$ cat src/rtl/restoring_divider.sv
// Iterative radix-2 restoring unsigned divider: 2N-bit dividend / N-bit divisor,
// one quotient bit per clock, start/busy/done handshake with registered outputs.
module restoring_divider #(
    parameter int unsigned N = 4
) (
    input  logic           clk,
    input  logic           reset,
    input  logic           start,
    input  logic [2*N-1:0] dividend,
    input  logic [N-1:0]   divisor,
    output logic           busy,
    output logic           done,
    output logic [2*N-1:0] quotient,
    output logic [N-1:0]   remainder,
    output logic           div_by_zero
);

    localparam int unsigned CW = $clog2(2 * N);
    localparam logic [CW-1:0] LAST = CW'(2 * N - 1);

    typedef enum logic [1:0] {IDLE, RUN, DONE} state_t;

    state_t         state, state_next;
    logic [CW-1:0]  cnt;
    logic [2*N-1:0] d;
    logic [N-1:0]   dv;
    logic [N-1:0]   p;
    logic [N:0]     pshift;
    logic [N-1:0]   pnext;
    logic [2*N-1:0] dnext;
    logic           qbit;

    always_ff @(posedge clk) begin
        if (reset) begin
            state <= IDLE;
            busy  <= 1'b0;
            done  <= 1'b0;
        end else begin
            state <= state_next;
            busy  <= (state_next == RUN);
            done  <= (state_next == DONE);
        end
    end

    always_comb begin
        state_next = state;
        case (state)
            IDLE:    if (start) state_next = RUN;
            RUN:     if (cnt == LAST) state_next = DONE;
            DONE:    state_next = start ? RUN : IDLE;
            default: state_next = IDLE;
        endcase
    end

    // P is held N bits wide: after a step it is always below the divisor, or with a
    // zero divisor its top bit is shifted out next step anyway, so the full N+1-bit
    // value only exists transiently in pshift for the compare.
    always_comb begin
        pshift = {p, d[2*N-1]};
        qbit   = (pshift >= {1'b0, dv});
        pnext  = qbit ? (pshift[N-1:0] - dv) : pshift[N-1:0];
        dnext  = {d[2*N-2:0], qbit};
    end

    always_ff @(posedge clk) begin
        if (reset) begin
            cnt         <= '0;
            d           <= '0;
            dv          <= '0;
            p           <= '0;
            quotient    <= '0;
            remainder   <= '0;
            div_by_zero <= 1'b0;
        end else begin
            case (state)
                IDLE, DONE: begin
                    if (start) begin
                        d   <= dividend;
                        dv  <= divisor;
                        p   <= '0;
                        cnt <= '0;
                    end
                end
                RUN: begin
                    d   <= dnext;
                    p   <= pnext;
                    cnt <= cnt + 1'b1;
                    if (cnt == LAST) begin
                        quotient    <= dnext;
                        remainder   <= pnext;
                        div_by_zero <= (dv == '0);
                    end
                end
                default: ;
            endcase
        end
    end

endmodule

$ cat config.mk
export PLATFORM = sky130hd
export DESIGN_NAME = restoring_divider
export DESIGN_NICKNAME = d
export VERILOG_FILES = /design/src/rtl/restoring_divider.sv
export SDC_FILE = /design/constraint.sdc
export NUM_CORES = 1
export LEC_CHECK = 0
export CORE_MARGIN = 1.5
export CORE_UTILIZATION = 50
export CTS_CLUSTER_SIZE = 24
export DETAILED_ROUTE_END_ITERATION = 10
export PLACE_DENSITY = 0.76
export SETUP_SLACK_MARGIN = 0.5
export SLEW_MARGIN = 20
export SYNTH_ARGS = -nofsm -noshare
export SYNTH_HDL_FRONTEND = slang
export SYNTH_SLANG_ARGS = --single-unit
$ cat constraint.sdc
create_clock -name clk -period 2.2 [get_ports clk]
set_input_delay 0.33 -clock clk [delete_from_list [all_inputs] [get_ports clk]]
set_output_delay 0.33 -clock clk [all_outputs]
set_load 0.02 [all_outputs]
==> summary by stage, run 1 <==
Synth
sky130_fd_sc_hd__dfxtp_1 is the most common cell in the netlist. By area the synthesized netlist is led by sky130_fd_sc_hd__dfxtp_1, sky130_fd_sc_hd__nand2_1, sky130_fd_sc_hd__nor2_1. The post-synthesis cell count is 181.

The average cell area after synthesis is 8.440 um^2. The number of nets produced by synthesis is 203. Of all flip-flops after synthesis, the portion carrying an async set or reset was 0%. The synthesized design contains 36 register bits. The commonest cells after synthesis are sky130_fd_sc_hd__dfxtp_1, sky130_fd_sc_hd__nand2_1, sky130_fd_sc_hd__nor2_1. Of the post-synthesis cell area, the dominant cell type holds 47.17%. The number of distinct library cells after synthesis is 34. The dominant register cell in the synthesized netlist is sky130_fd_sc_hd__dfxtp_1. Yosys printed 0 warnings. The cell area that synthesis handed to floorplanning was 1528 um^2. The sequential fraction of the synthesis area is 47.17%. The largest total area in the synthesized netlist belongs to sky130_fd_sc_hd__dfxtp_1.

The number of enable flip-flop cells after synthesis is 0.

Clock network
The count of hold-fix buffers inserted at cts is 0. Counting every sink on the clock net gives 36. The TritonCTS clock tree is built. The clock buffer count from CTS is 5. The clock latency on the worst-skew pair is 330 ps. In this run the clock root is driven by a sky130_fd_sc_hd__clkbuf_4. The clock tree synthesis step divided the H-tree into 2 levels. Clock-pin slew was measured on the worst setup and hold paths at 110 ps.

In this run the deepest clock path goes through 2 buffers.

Timing
Setup violations remaining at the end of the flow were counted as 0. The number of slew-limit violations in the final report is 0. The transition at the pin with the smallest max-transition slack is 454.7 ps. Setup repair after global routing could not meet its margin everywhere.

The worst clock skew on the final layout is 8.048 ps. Measured against its own limit, the worst slew margin works out to 69.61%. The shortest clock period the worst path allows after layout is 1670 ps. The final cycle utilization of the critical path is 75.91%. Timing would allow up to 598.8 MHz.

The hold violation total from the final report is 0. Adding up every negative setup slack in the final design gives 0 ps.

Critical path
The worst setup path is launched from a flop. The category of the most critical setup path is reg -> reg. The kind of end point of the critical path is a flop. At the worst endpoint, the required time is 2410 ps. The largest fanout of any net on the critical path is 4.

Data on the critical path arrives at its endpoint at 1880 ps. The reg-to-reg setup timing slack is 530 ps.

GRT
The initial antenna violation count is 0. The wire length of the first global-routing pass is 5.568 mm. Entering global routing, the biggest net connects 16 pins.

Global routing used 21.77% of the available tracks. The residual overflow from global routing is 0. The number of global-route vias before repair is 1268.

Final layout
The fraction of layout instances using a drive strength above 1 is 14.49%. The net total in the final layout is 235. Measured on the finished design, the core utilization comes to 69.70%. From synthesis to final layout, the design area changed by 29.07%.

The diode insertion count for antenna repair is 0.

Die
30 I/O pins were placed. The x dimension of the die is 58.28 um. Once the floorplan was initialized, standard cells occupied 54.00% of the core.

The area of the placeable core is 2829 um^2. The floorplan has 19 rows. The die is 58.28 um tall. The area enclosed by the die boundary is 3396 um^2.

Drt
In this run the remaining antenna-violating nets after routing total 0. After detailed routing, the total wire length is 3.396 mm. The first-iteration detailed-routing DRC count is 47. The overall via count from detail_route is 1357.

The via density per instance is 5.539. The DRC violation count after routing is 2. The average wire per standard cell is 13.86 um. The pre-antenna-repair detailed-routing pass consisted of 7 iterations.

Power
The leakage component of the power is 0.7653 nW. For this design the ratio of total power to cell area is 701.4 nW/um^2. IR analysis of the VDD net gives a maximum drop of 508.9 uV.

Placement
Input and output buffers added on the ports amount to 29. Detailed placement ended at an HPWL of 2.392 mm. The global placement routability congestion is 0.8366.

Job
The max capacitance violation total is 0.

Run status
The checks that failed: DRC. The flow ran to the end, but the final reports show violations.

Hold path
The worst hold path belongs to the class reg -> reg.
[logic make-up after synthesis]
group | after synthesis | synth area share (%)
simple gates | 74 | 21.54
compound gates | 42 | 17.28
flops | 36 | 47.17
buf+inv | 18 | 5.160
fa+ha+maj | 7 | 6.224
mux | 3 | 2.048
xor+xnor | 1 | 0.5734
[layout make-up]
class	instances	area (um^2)
Fill cell	238	857.1
Multi-Input combinational cell	127	778.2
Sequential cell	36	726.9
Timing Repair Buffer	36	342.8
Clock buffer	8	58.81
Tap cell	31	38.79
Inverter	7	26.28
[cell usage in the layout (no fill, tap or decap)]
cell	netlist	layout
sky130_fd_sc_hd__nor4_4	0	1
sky130_fd_sc_hd__nand2b_1	2	2
sky130_fd_sc_hd__inv_1	7	7
sky130_fd_sc_hd__mux2_2	0	1
sky130_fd_sc_hd__a21oi_2	1	2
sky130_fd_sc_hd__nand3b_1	1	1
sky130_fd_sc_hd__a211oi_1	4	4
sky130_fd_sc_hd__dfxtp_1	36	31
sky130_fd_sc_hd__and2b_4	1	1
sky130_fd_sc_hd__ha_1	6	4
sky130_fd_sc_hd__clkbuf_8	0	1
sky130_fd_sc_hd__nor2_1	25	25
sky130_fd_sc_hd__o22ai_1	7	7
sky130_fd_sc_hd__buf_4	0	7
sky130_fd_sc_hd__clkdlybuf4s50_1	0	29
sky130_fd_sc_hd__a22oi_1	3	3
sky130_fd_sc_hd__a21oi_1	17	16
sky130_fd_sc_hd__a21o_1	2	2
sky130_fd_sc_hd__o21ai_2	1	2
sky130_fd_sc_hd__nor4_1	1	1
sky130_fd_sc_hd__fa_1	1	1
sky130_fd_sc_hd__a31oi_1	1	1
sky130_fd_sc_hd__clkbuf_1	7	2
sky130_fd_sc_hd__nor2b_1	2	2
sky130_fd_sc_hd__ha_4	0	2
sky130_fd_sc_hd__o31ai_1	4	4
sky130_fd_sc_hd__dfxtp_2	0	5
sky130_fd_sc_hd__nor3_1	6	6
sky130_fd_sc_hd__clkbuf_4	0	5
sky130_fd_sc_hd__nand3_1	1	1
sky130_fd_sc_hd__and2_4	1	1
sky130_fd_sc_hd__mux2i_2	0	2
sky130_fd_sc_hd__and2_2	0	1
sky130_fd_sc_hd__nand2_1	31	31
sky130_fd_sc_hd__xor2_1	1	1
sky130_fd_sc_hd__nor3b_1	1	1
sky130_fd_sc_hd__a22o_1	1	1
[metal layers]
layer  wire, um  vias up  global-route usage, %
met5          0        -                      0
met4         58        0                  11.30
met3        137        8                  5.134
met2       1639       38                  33.71
met1       1561      630                  28.11
li1           -      681                      -
[where the power goes]
group          switching (W)  internal [W]  leakage, nW
clock network       0.000210      0.000158       0.0326
registers          0.0000283      0.000684        0.296
logic               0.000154      0.000150        0.437
total               0.000392      0.000992        0.765
[final timing paths]
path	startpoint	endpoint	depth (start not counted)
max	dv[3]$_SDFFE_PP0P_	remainder[1]$_SDFFE_PP0P_	7
min	quotient[7]$_SDFFE_PP0P_	quotient[7]$_SDFFE_PP0P_	2
max reg2reg	dv[3]$_SDFFE_PP0P_	remainder[1]$_SDFFE_PP0P_	7
min reg2reg	quotient[7]$_SDFFE_PP0P_	quotient[7]$_SDFFE_PP0P_	2
[critical path, cell delays in order (launching register included)]
cell                       delay (ps)
sky130_fd_sc_hd__dfxtp_2          350
sky130_fd_sc_hd__inv_1             50
sky130_fd_sc_hd__ha_1             300
sky130_fd_sc_hd__inv_1             70
sky130_fd_sc_hd__o21ai_2          210
sky130_fd_sc_hd__and2_4           230
sky130_fd_sc_hd__mux2i_2          250
sky130_fd_sc_hd__a211oi_1          90
[flip-flops by register name, indices dropped and copies added (netlist names)]
signal,cells
remainder,4
done,1
p,4
busy,1
d,8
cnt,3
quotient,8
dv,4
state,2
div_by_zero,1
[repair_timing]
item | CTS | global route
pin swaps | 0 | 1
setup buffers | 0 | 2
resized for setup | 4 | 11
endpoints found under the setup margin | 5 | 8
[metrics by stage]
stage / setup slack [ps] / cells / hold slack, ps / cell area, um^2 / total power [W]
6_report: 530.0 / 245 / 459.9 / 1972 / 0.001383
5_1_grt: 466.4 / 245 / 485.9 / 1972 / 0.001453
4_1_cts: 493.5 / 243 / 464.7 / 1922 / 0.001347
3_5_place_dp: 372.0 / 235 / 450.4 / 1842 / 0.0009794
3_3_place_gp: 425.9 / 235 / 443.5 / 1842 / 0.0009673
2_1_floorplan: 505.7 / 181 / 444.7 / 1528 / 0.0009119
(Power assumes the default switching activity.)
==> inputs of run 2 (changes only) <==
--- a/config.mk
+++ b/config.mk
@@ -6,10 +6,10 @@
 export NUM_CORES = 1
 export LEC_CHECK = 0
 export CORE_MARGIN = 1.5
-export CORE_UTILIZATION = 50
+export CORE_UTILIZATION = 45
 export CTS_CLUSTER_SIZE = 24
 export DETAILED_ROUTE_END_ITERATION = 10
-export PLACE_DENSITY = 0.76
+export PLACE_DENSITY = 0.72
 export SETUP_SLACK_MARGIN = 0.5
 export SLEW_MARGIN = 20
 export SYNTH_ARGS = -nofsm -noshare
==> constraint.sdc (replaced) <==
create_clock -name clk -period 1.35 [get_ports clk]
set_input_delay 0.2025 -clock clk [delete_from_list [all_inputs] [get_ports clk]]
set_output_delay 0.2025 -clock clk [all_outputs]
set_load 0.02 [all_outputs]
==> run 2 against run 1 <==
  * The run ends with setup timing left
  * Sequential power increased by 69%
  * Clock skew up 5.6 ps
  * Non-clock buffer count grew 46
  * Worst hold slack got worse by 29 ps
  * Sequential share of layout area decreased by 12 points
  * Die area increased by 11%
  * Clock-buffer cell count is 2 lower
  * Wire length is 110% higher
  * Worst setup slack worse by 820 ps
  * Core utilization rose by 26 points
  * Final cell count up 25%
  * Global-route usage rose by 12 points
  * Critical endpoint unchanged
==> summary by stage, run 2 (synthesis results as in run 1) <==
Hold path
The path category of the worst min-delay check is in -> reg.

GRT
The number of global-route vias before repair is 1755 (+38%). The met3 usage in global routing is 7.353% (+2.2 points). The met2 routing resource usage after global routing is 61.40% (+28 points).

The aggregate global-route resource usage is 33.57% (+12 points). The met1 track utilization from global routing is 34.90% (+6.8 points). The wire length of the first global-routing pass is 8.763 mm (+57%). The initial antenna violation count is 0 (unchanged). After global routing, the most crowded layer is met2.

The maximum number of pins on one net before global-route repair is 26 (+10). The residual overflow from global routing is 0 (unchanged).

Timing
The shortest clock period the worst path allows after layout is 1639 ps (-30.62 ps). The worst clock skew on the final layout is 13.62 ps (+5.568 ps). Setup repair after global routing could not meet its margin everywhere.

The sum of negative setup slack is -2425 ps (-2425 ps). The final-report setup violation count was 10 (+10). The hold violation total from the final report is 0 (unchanged).

The transition at the pin with the smallest max-transition slack was 401.9 ps (-52.83 ps). The highest clock rate is 610.0 MHz (+1.9%). The final worst slack is -289.4 ps (-819.4 ps). The worst-case headroom to the max-slew limit was 73.21% (+3.6 points). The final cycle utilization of the critical path came to 121.4% (+46 points). The number of slew-limit violations in the final report is 0 (unchanged).

Die
The area of the placeable core is 3128 um^2 (+11%). The area enclosed by the die boundary came to 3753 um^2 (+11%). The initial core utilization came to 48.84% (-5.2 points). The vertical die dimension is 61.27 um (+5.1%).

The number of rows created at floorplan came to 20 (+1). The count of boundary I/O pins is 30 (unchanged). The x dimension of the die is 61.27 um (+5.1%).

Power
The leakage component of the power is 1.230 nW (+61%). The power density of the placed cells is 996.1 nW/um^2 (+42%). The worst-case vdd ir drop is 620.1 uV (+22%).

The total power is 0.002995 W (+120%).

Clock network
The number of sinks on the clock net came to 36 (unchanged). The deepest level of the CTS H-tree is 2 (unchanged). The worst-case clock buffer depth came to 2 (unchanged). The clock latency on the worst-skew pair came to 360 ps (+30 ps). The cell sitting at the root of the clock tree is a sky130_fd_sc_hd__clkbuf_4. The TritonCTS clock tree is built.

The clock-pin transition on the worst setup and hold timing paths came to 120 ps (about the same). The clock buffer count from CTS came to 5 (unchanged).

Final layout
The core occupancy in the finished layout is 96.12% (+26 points). The fraction of layout instances using a drive strength above 1 was 73.66% (+59 points). In the final layout, the registers with the most flip-flops are d x8, quotient x8.

Relative to the synthesized area, the layout overhead comes to 96.81%. The diode insertion count for antenna repair was 0 (unchanged). The net total in the final layout is 283 (+20%). In the layout the commonest cells are sky130_fd_sc_hd__buf_6, sky130_fd_sc_hd__buf_4, sky130_fd_sc_hd__dfxtp_2. The library cell used most frequently in the layout, excluding fill and tap cells, is sky130_fd_sc_hd__buf_6.

Drt
The DRC violation count after routing is 0 (-2). The average wire per standard cell came to 23.81 um (+72%). The number of detailed-routing iterations run before antenna repair is 4 (-3). The total routed wirelength was 7.286 mm (+110%). The overall via count from detail_route is 1815 (+34%).

The first-iteration detailed-routing DRC count was 156 (+230%). The final antenna-violating net count is 0 (unchanged). The via density per instance is 5.931 (+7.1%).

Placement
The number of port buffers was 29 (unchanged). The detailed-placement wirelength estimate is 2.951 mm (+23%). The global placement routability congestion is 0.7648 (-8.6%). The setup slack at placement is -246.3 ps (-618.3 ps).

Job
The max capacitance violation total is 0 (unchanged).

Critical path
STA classifies the critical path endpoint as a flop. The largest fanout of any net on the critical path is 3 (-1). Among cell families on the critical path, the largest total delay comes from flip-flops. The reg-to-reg setup timing slack was -290 ps (-820 ps). The critical path startpoint category is a flop.

Counting stages on the worst path, the most repeated cell is sky130_fd_sc_hd__inv_2. The number of buffers and inverters on the critical path is 2 (unchanged). The arrival time reported for the critical path endpoint is 1880 ps (about the same).

The signal on the critical path passes through inv_2 -> ha_4 -> inv_2 -> o21ai_2 -> and2_4 -> mux2i_2 -> a211oi_1. The required time of the critical path is 1590 ps (-820 ps). The critical path is of the reg -> reg type.

The delay of the slowest cell on the worst path is 370 ps (+20 ps). The slowest stage of the critical path is the sky130_fd_sc_hd__dfxtp_2 cell.

Run status
The final reports fail on setup timing. The flow ran to the end, but the final reports show violations.
[run 2: cell count changes in the layout (fill, tap and decap cells not counted), moves of 10 or more]
cell | previous run | this run
sky130_fd_sc_hd__nand2_4 | 0 | 10
sky130_fd_sc_hd__buf_6 | 0 | 35
sky130_fd_sc_hd__nor2_1 | 25 | 12
sky130_fd_sc_hd__a21oi_1 | 16 | 3
sky130_fd_sc_hd__buf_4 | 7 | 28
sky130_fd_sc_hd__dfxtp_2 | 5 | 24
sky130_fd_sc_hd__nand2_1 | 31 | 13
sky130_fd_sc_hd__clkdlybuf4s50_1 | 29 | 13
sky130_fd_sc_hd__a21oi_2 | 2 | 13
sky130_fd_sc_hd__dfxtp_1 | 31 | 11
[run 2: per-stage QoR]
step | cells | hold slack (ps) | area, um^2
global route | 306 | 464.9 | 3007
global placement | 266 | 443.2 | 2165
floorplan | 181 | 335.4 | 1744
finish | 306 | 431.3 | 3007
CTS | 293 | 395.6 | 2713
detailed placement | 266 | 451.2 | 2165
[run 2: area by class of cell]
type	instances	area [um^2]
Sequential cell	36	754.5
Clock buffer	6	41.29
Timing Repair Buffer	82	828.3
Multi-Input combinational cell	129	1264
Fill cell	59	121.4
Inverter	7	28.78
Tap cell	44	55.05
Clock inverter	2	35.03
[run 2: metal layers]
metal	vias up	wire, um	share of wire, %
li1	789	-	-
met1	874	2797	38
met2	115	3578	49
met3	37	480	6.6
met4	0	429	5.9
met5	-	0	0
[run 2: worst paths after layout]
| kind | startpoint | to | depth (start not counted) |
|---|---|---|---|
| worst max register to register | dv[1]$_SDFFE_PP0P_ | remainder[1]$_SDFFE_PP0P_ | 7 |
| worst min-delay path | divisor[3] | dv[3]$_SDFFE_PP0P_ | 3 |
| worst max-delay path | dv[1]$_SDFFE_PP0P_ | remainder[1]$_SDFFE_PP0P_ | 7 |
| worst min register to register | quotient[4]$_SDFFE_PP0P_ | quotient[4]$_SDFFE_PP0P_ | 2 |
[run 2: worst reg2reg max path: stages, from the launching register on]
cell                       delay (ps)
sky130_fd_sc_hd__dfxtp_2          370
sky130_fd_sc_hd__inv_2             70
sky130_fd_sc_hd__ha_4             290
sky130_fd_sc_hd__inv_2             40
sky130_fd_sc_hd__o21ai_2          170
sky130_fd_sc_hd__and2_4           210
sky130_fd_sc_hd__mux2i_2          280
sky130_fd_sc_hd__a211oi_1         110
[run 2: timing repair]
| action | 4_1_cts | 5_1_grt |
|---|---|---|
| cloned | 2 | 0 |
| hold endpoints to repair | 0 | 0 |
| setup buffers | 17 | 13 |
| pin swaps | 33 | 23 |
| endpoints found under the setup margin | 51 | 51 |
| hold buffers | 0 | 0 |
| gates resized for setup | 175 | 50 |
[run 2: power by group]
part	switching (W)	leakage (nW)	total [W]	internal, W
combinational	0.000489	0.883	0.00101	0.000520
sequential	0.0000818	0.305	0.00120	0.00112
clock	0.000400	0.0422	0.000788	0.000388
total	0.000970	1.23	0.00299	0.00202
==> inputs of run 3 (changes only) <==
--- a/config.mk
+++ b/config.mk
@@ -5,11 +5,12 @@
 export SDC_FILE = /design/constraint.sdc
 export NUM_CORES = 1
 export LEC_CHECK = 0
+export CORE_ASPECT_RATIO = 2
 export CORE_MARGIN = 1.5
-export CORE_UTILIZATION = 45
+export CORE_UTILIZATION = 54
 export CTS_CLUSTER_SIZE = 24
 export DETAILED_ROUTE_END_ITERATION = 10
-export PLACE_DENSITY = 0.72
+export PLACE_DENSITY = 0.81
 export SETUP_SLACK_MARGIN = 0.5
 export SLEW_MARGIN = 20
 export SYNTH_ARGS = -nofsm -noshare
==> constraint.sdc (replaced) <==
create_clock -name clk -period 1.9 [get_ports clk]
set_input_delay 0.285 -clock clk [delete_from_list [all_inputs] [get_ports clk]]
set_output_delay 0.285 -clock clk [all_outputs]
set_load 0.02 [all_outputs]
==> run 3 against run 2 <==
  * The flow now finishes without violations
  * Sequential power shrank 31%
  * Clock skew fell by 7.8 ps
  * Power is 34% lower
  * Combinational power down 52%
  * Non-clock buffer count shrank 35
  * Critical path type unchanged
  * Largest cell class unchanged
==> summary by stage, run 3 (synthesis results as in run 1) <==
Run status
The run finished with clean final reports.

Drt
The overall via count from detail_route is 1490 (-18%). The first-iteration detailed-routing DRC count came to 38 (-76%). The DRC violation count after routing is 0 (unchanged). The total routed wirelength is 4.365 mm (-40%). The number of detailed-routing iterations run before antenna repair was 4 (unchanged). The average wire per standard cell is 17.12 um (-28%). The via density per instance is 5.843 (-1.5%). The final antenna-violating net count is 0 (unchanged).

Power
The leakage component of the power is 0.9395 nW (-24%). The power density of the placed cells was 898.4 nW/um^2 (-9.8%). The worst-case vdd ir drop is 832.0 uV (+34%).

Critical path
The number of buffers and inverters on the critical path is 2 (unchanged). The reg-to-reg setup timing slack is 270 ps (+560 ps). The delay of the slowest cell on the worst path is 380 ps (about the same). In this design, the largest share of critical-path delay is due to adder cells. The arrival time reported for the critical path endpoint is 1820 ps (-60 ps). The signal on the critical path passes through inv_2 -> ha_4 -> inv_1 -> fa_1 -> xor2_1 -> mux2i_2 -> o31ai_1. The required time of the critical path is 2090 ps (+500 ps). On the critical path, the stage with the largest delay is an instance of sky130_fd_sc_hd__fa_1. The critical path startpoint category is a flop.

STA classifies the critical path endpoint as a flop. The category of the most critical setup path is reg -> reg. The largest fanout of any net on the critical path was 2 (-1).

Die
The x dimension of the die is 40.61 um (-34%). The count of boundary I/O pins is 30 (unchanged). The area of the placeable core came to 2736 um^2 (-13%). The number of rows created at floorplan is 27 (+35%).

The area enclosed by the die boundary is 3177 um^2 (-15%). The initial core utilization is 55.83% (+7.0 points). The vertical die dimension was 78.22 um (+28%).

Clock network
The TritonCTS clock tree is built. The number of sinks on the clock net came to 36 (unchanged). The clock buffer count from CTS came to 5 (unchanged). The clock latency on the worst-skew pair came to 290 ps (-70 ps). The count of hold-fix buffers inserted at cts is 0 (unchanged). The clock-pin transition on the worst setup and hold timing paths is 70 ps (-50 ps). The tree is rooted in a sky130_fd_sc_hd__clkbuf_8. The deepest level of the CTS H-tree is 2 (unchanged).

The worst-case clock buffer depth is 2 (unchanged).

GRT
The initial antenna violation count is 0 (unchanged). The residual overflow from global routing was 0 (unchanged). The number of global-route vias before repair is 1449 (-17%).

The maximum number of pins on one net before global-route repair was 16 (-38%). The aggregate global-route resource usage is 29.08% (-4.5 points). The wire length of the first global-routing pass was 6.354 mm (-27%).

Timing
The final-report setup violation count is 0 (-10). The transition at the pin with the smallest max-transition slack is 383.3 ps (-18.62 ps). The number of slew-limit violations in the final report is 0 (unchanged). The sum of negative setup slack is 0 ps (+2425 ps). The shortest clock period the worst path allows after layout was 1632 ps (-7.372 ps). The highest clock rate was 612.7 MHz (+0.45%). The worst clock skew on the final layout is 5.862 ps (-7.754 ps).

The hold violation total from the final report is 0 (unchanged). The worst-case headroom to the max-slew limit is 74.35% (+1.1 points). Setup repair after global routing could not meet its margin everywhere. The final cycle utilization of the critical path is 85.90% (-36 points).

Placement
The detailed-placement wirelength estimate came to 2.841 mm (-3.7%). The placed instance count is 235 (-12%). The number of port buffers came to 29 (unchanged).

The global placement routability congestion is 0.7619 (-0.38%).

Final layout
The fraction of layout instances using a drive strength above 1 came to 27.43% (-46 points). The net total in the final layout is 247 (-13%). The library cells used most frequently in the layout, excluding fill and tap cells, are sky130_fd_sc_hd__nand2_1, sky130_fd_sc_hd__dfxtp_1, sky130_fd_sc_hd__nor2_1.

The core occupancy in the finished layout is 80.34% (-16 points). Compared with the post-synthesis result, the final layout area differs by 43.90%. In the final layout, the registers with the most flip-flops are d x8, quotient x8. The library cell used most frequently in the layout, excluding fill and tap cells, is sky130_fd_sc_hd__nand2_1. The diode insertion count for antenna repair was 0 (unchanged).

The final instance count without filler cells is 255 (-17%).

Hold path
The path category of the worst min-delay check is reg -> reg.

Job
The max capacitance violation total is 0 (unchanged).
run 3: cell count changes in the layout (fill, tap and decap cells not counted), moves of 6 or more:
cell	change
sky130_fd_sc_hd__nor2_1	+12
sky130_fd_sc_hd__a21oi_2	-12
sky130_fd_sc_hd__nand2_1	+16
sky130_fd_sc_hd__buf_4	-11
sky130_fd_sc_hd__buf_6	-34
sky130_fd_sc_hd__dlygate4sd2_1	+14
sky130_fd_sc_hd__o22ai_1	+7
sky130_fd_sc_hd__nand2_4	-9
sky130_fd_sc_hd__a21oi_1	+11
sky130_fd_sc_hd__nor2_4	-7
sky130_fd_sc_hd__nand2_2	-6
sky130_fd_sc_hd__dfxtp_1	+17
sky130_fd_sc_hd__dfxtp_2	-17
run 3: per-stage QoR:
stage / setup WS (ps) / total power (W) / hold slack (ps) / instance area (um^2)
floorplan: 373.3 / 0.001090 / 413.4 / 1603
global placement: 267.8 / 0.001166 / 444.2 / 1929
detailed placement: 255.7 / 0.001184 / 451.5 / 1929
CTS: 265.6 / 0.001921 / 459.7 / 2127
global route: 224.6 / 0.002049 / 488.0 / 2198
finish: 268.0 / 0.001975 / 460.0 / 2198
run 3: path summary, 6_finish.rpt:
path / cells after the start / startpoint / endpoint
max: 7 / d[7]$_SDFFE_PP0P_ / p[2]$_SDFFE_PP0P_
min: 2 / div_by_zero$_SDFFE_PP0P_ / div_by_zero$_SDFFE_PP0P_
max reg2reg: 7 / d[7]$_SDFFE_PP0P_ / p[2]$_SDFFE_PP0P_
min reg2reg: 2 / div_by_zero$_SDFFE_PP0P_ / div_by_zero$_SDFFE_PP0P_
run 3: metal layers:
| metal | vias up | wire length [um] | track usage [%] |
|---|---|---|---|
| met5 | - | 0 | 0 |
| met4 | 0 | 138 | 13.33 |
| met3 | 13 | 99 | 5.367 |
| met2 | 33 | 2583 | 53.17 |
| met1 | 737 | 1544 | 27.62 |
| li1 | 707 | - | - |
run 3: worst register-to-register path, delay by kind of cell (launching register included):
family / cells / cell delay, ps
xor gates and xnor gates: 1 / 180
adders and majority gates: 2 / 530
DFF: 1 / 330
AOI/OAI and AO/OA: 1 / 230
buffers and inverters: 2 / 160
muxes: 1 / 110
run 3: power breakdown:
group	switching, W	internal, W	total [W]
Sequential	0.0000352	0.000792	0.000828
Clock	0.000273	0.000389	0.000662
Combinational	0.000239	0.000246	0.000485
Total	0.000548	0.00143	0.00198
run 3: final cells by class:
| cell class | count | area [um^2] |
|---|---|---|
| multi-input cells | 128 | 882.1 |
| flip-flops and latches | 36 | 733.2 |
| fillers | 181 | 538.0 |
| repair buffers | 47 | 410.4 |
| clock buffers | 6 | 72.57 |
| well taps | 29 | 36.28 |
| clock inverters | 2 | 35.03 |
| inverters | 7 | 28.78 |
run 3: timing repair:
action | CTS | global route
pin swaps | 7 | 5
gates cloned | 0 | 1
setup endpoints to repair | 32 | 11
buffers inserted | 8 | 3
gates resized for setup | 30 | 10
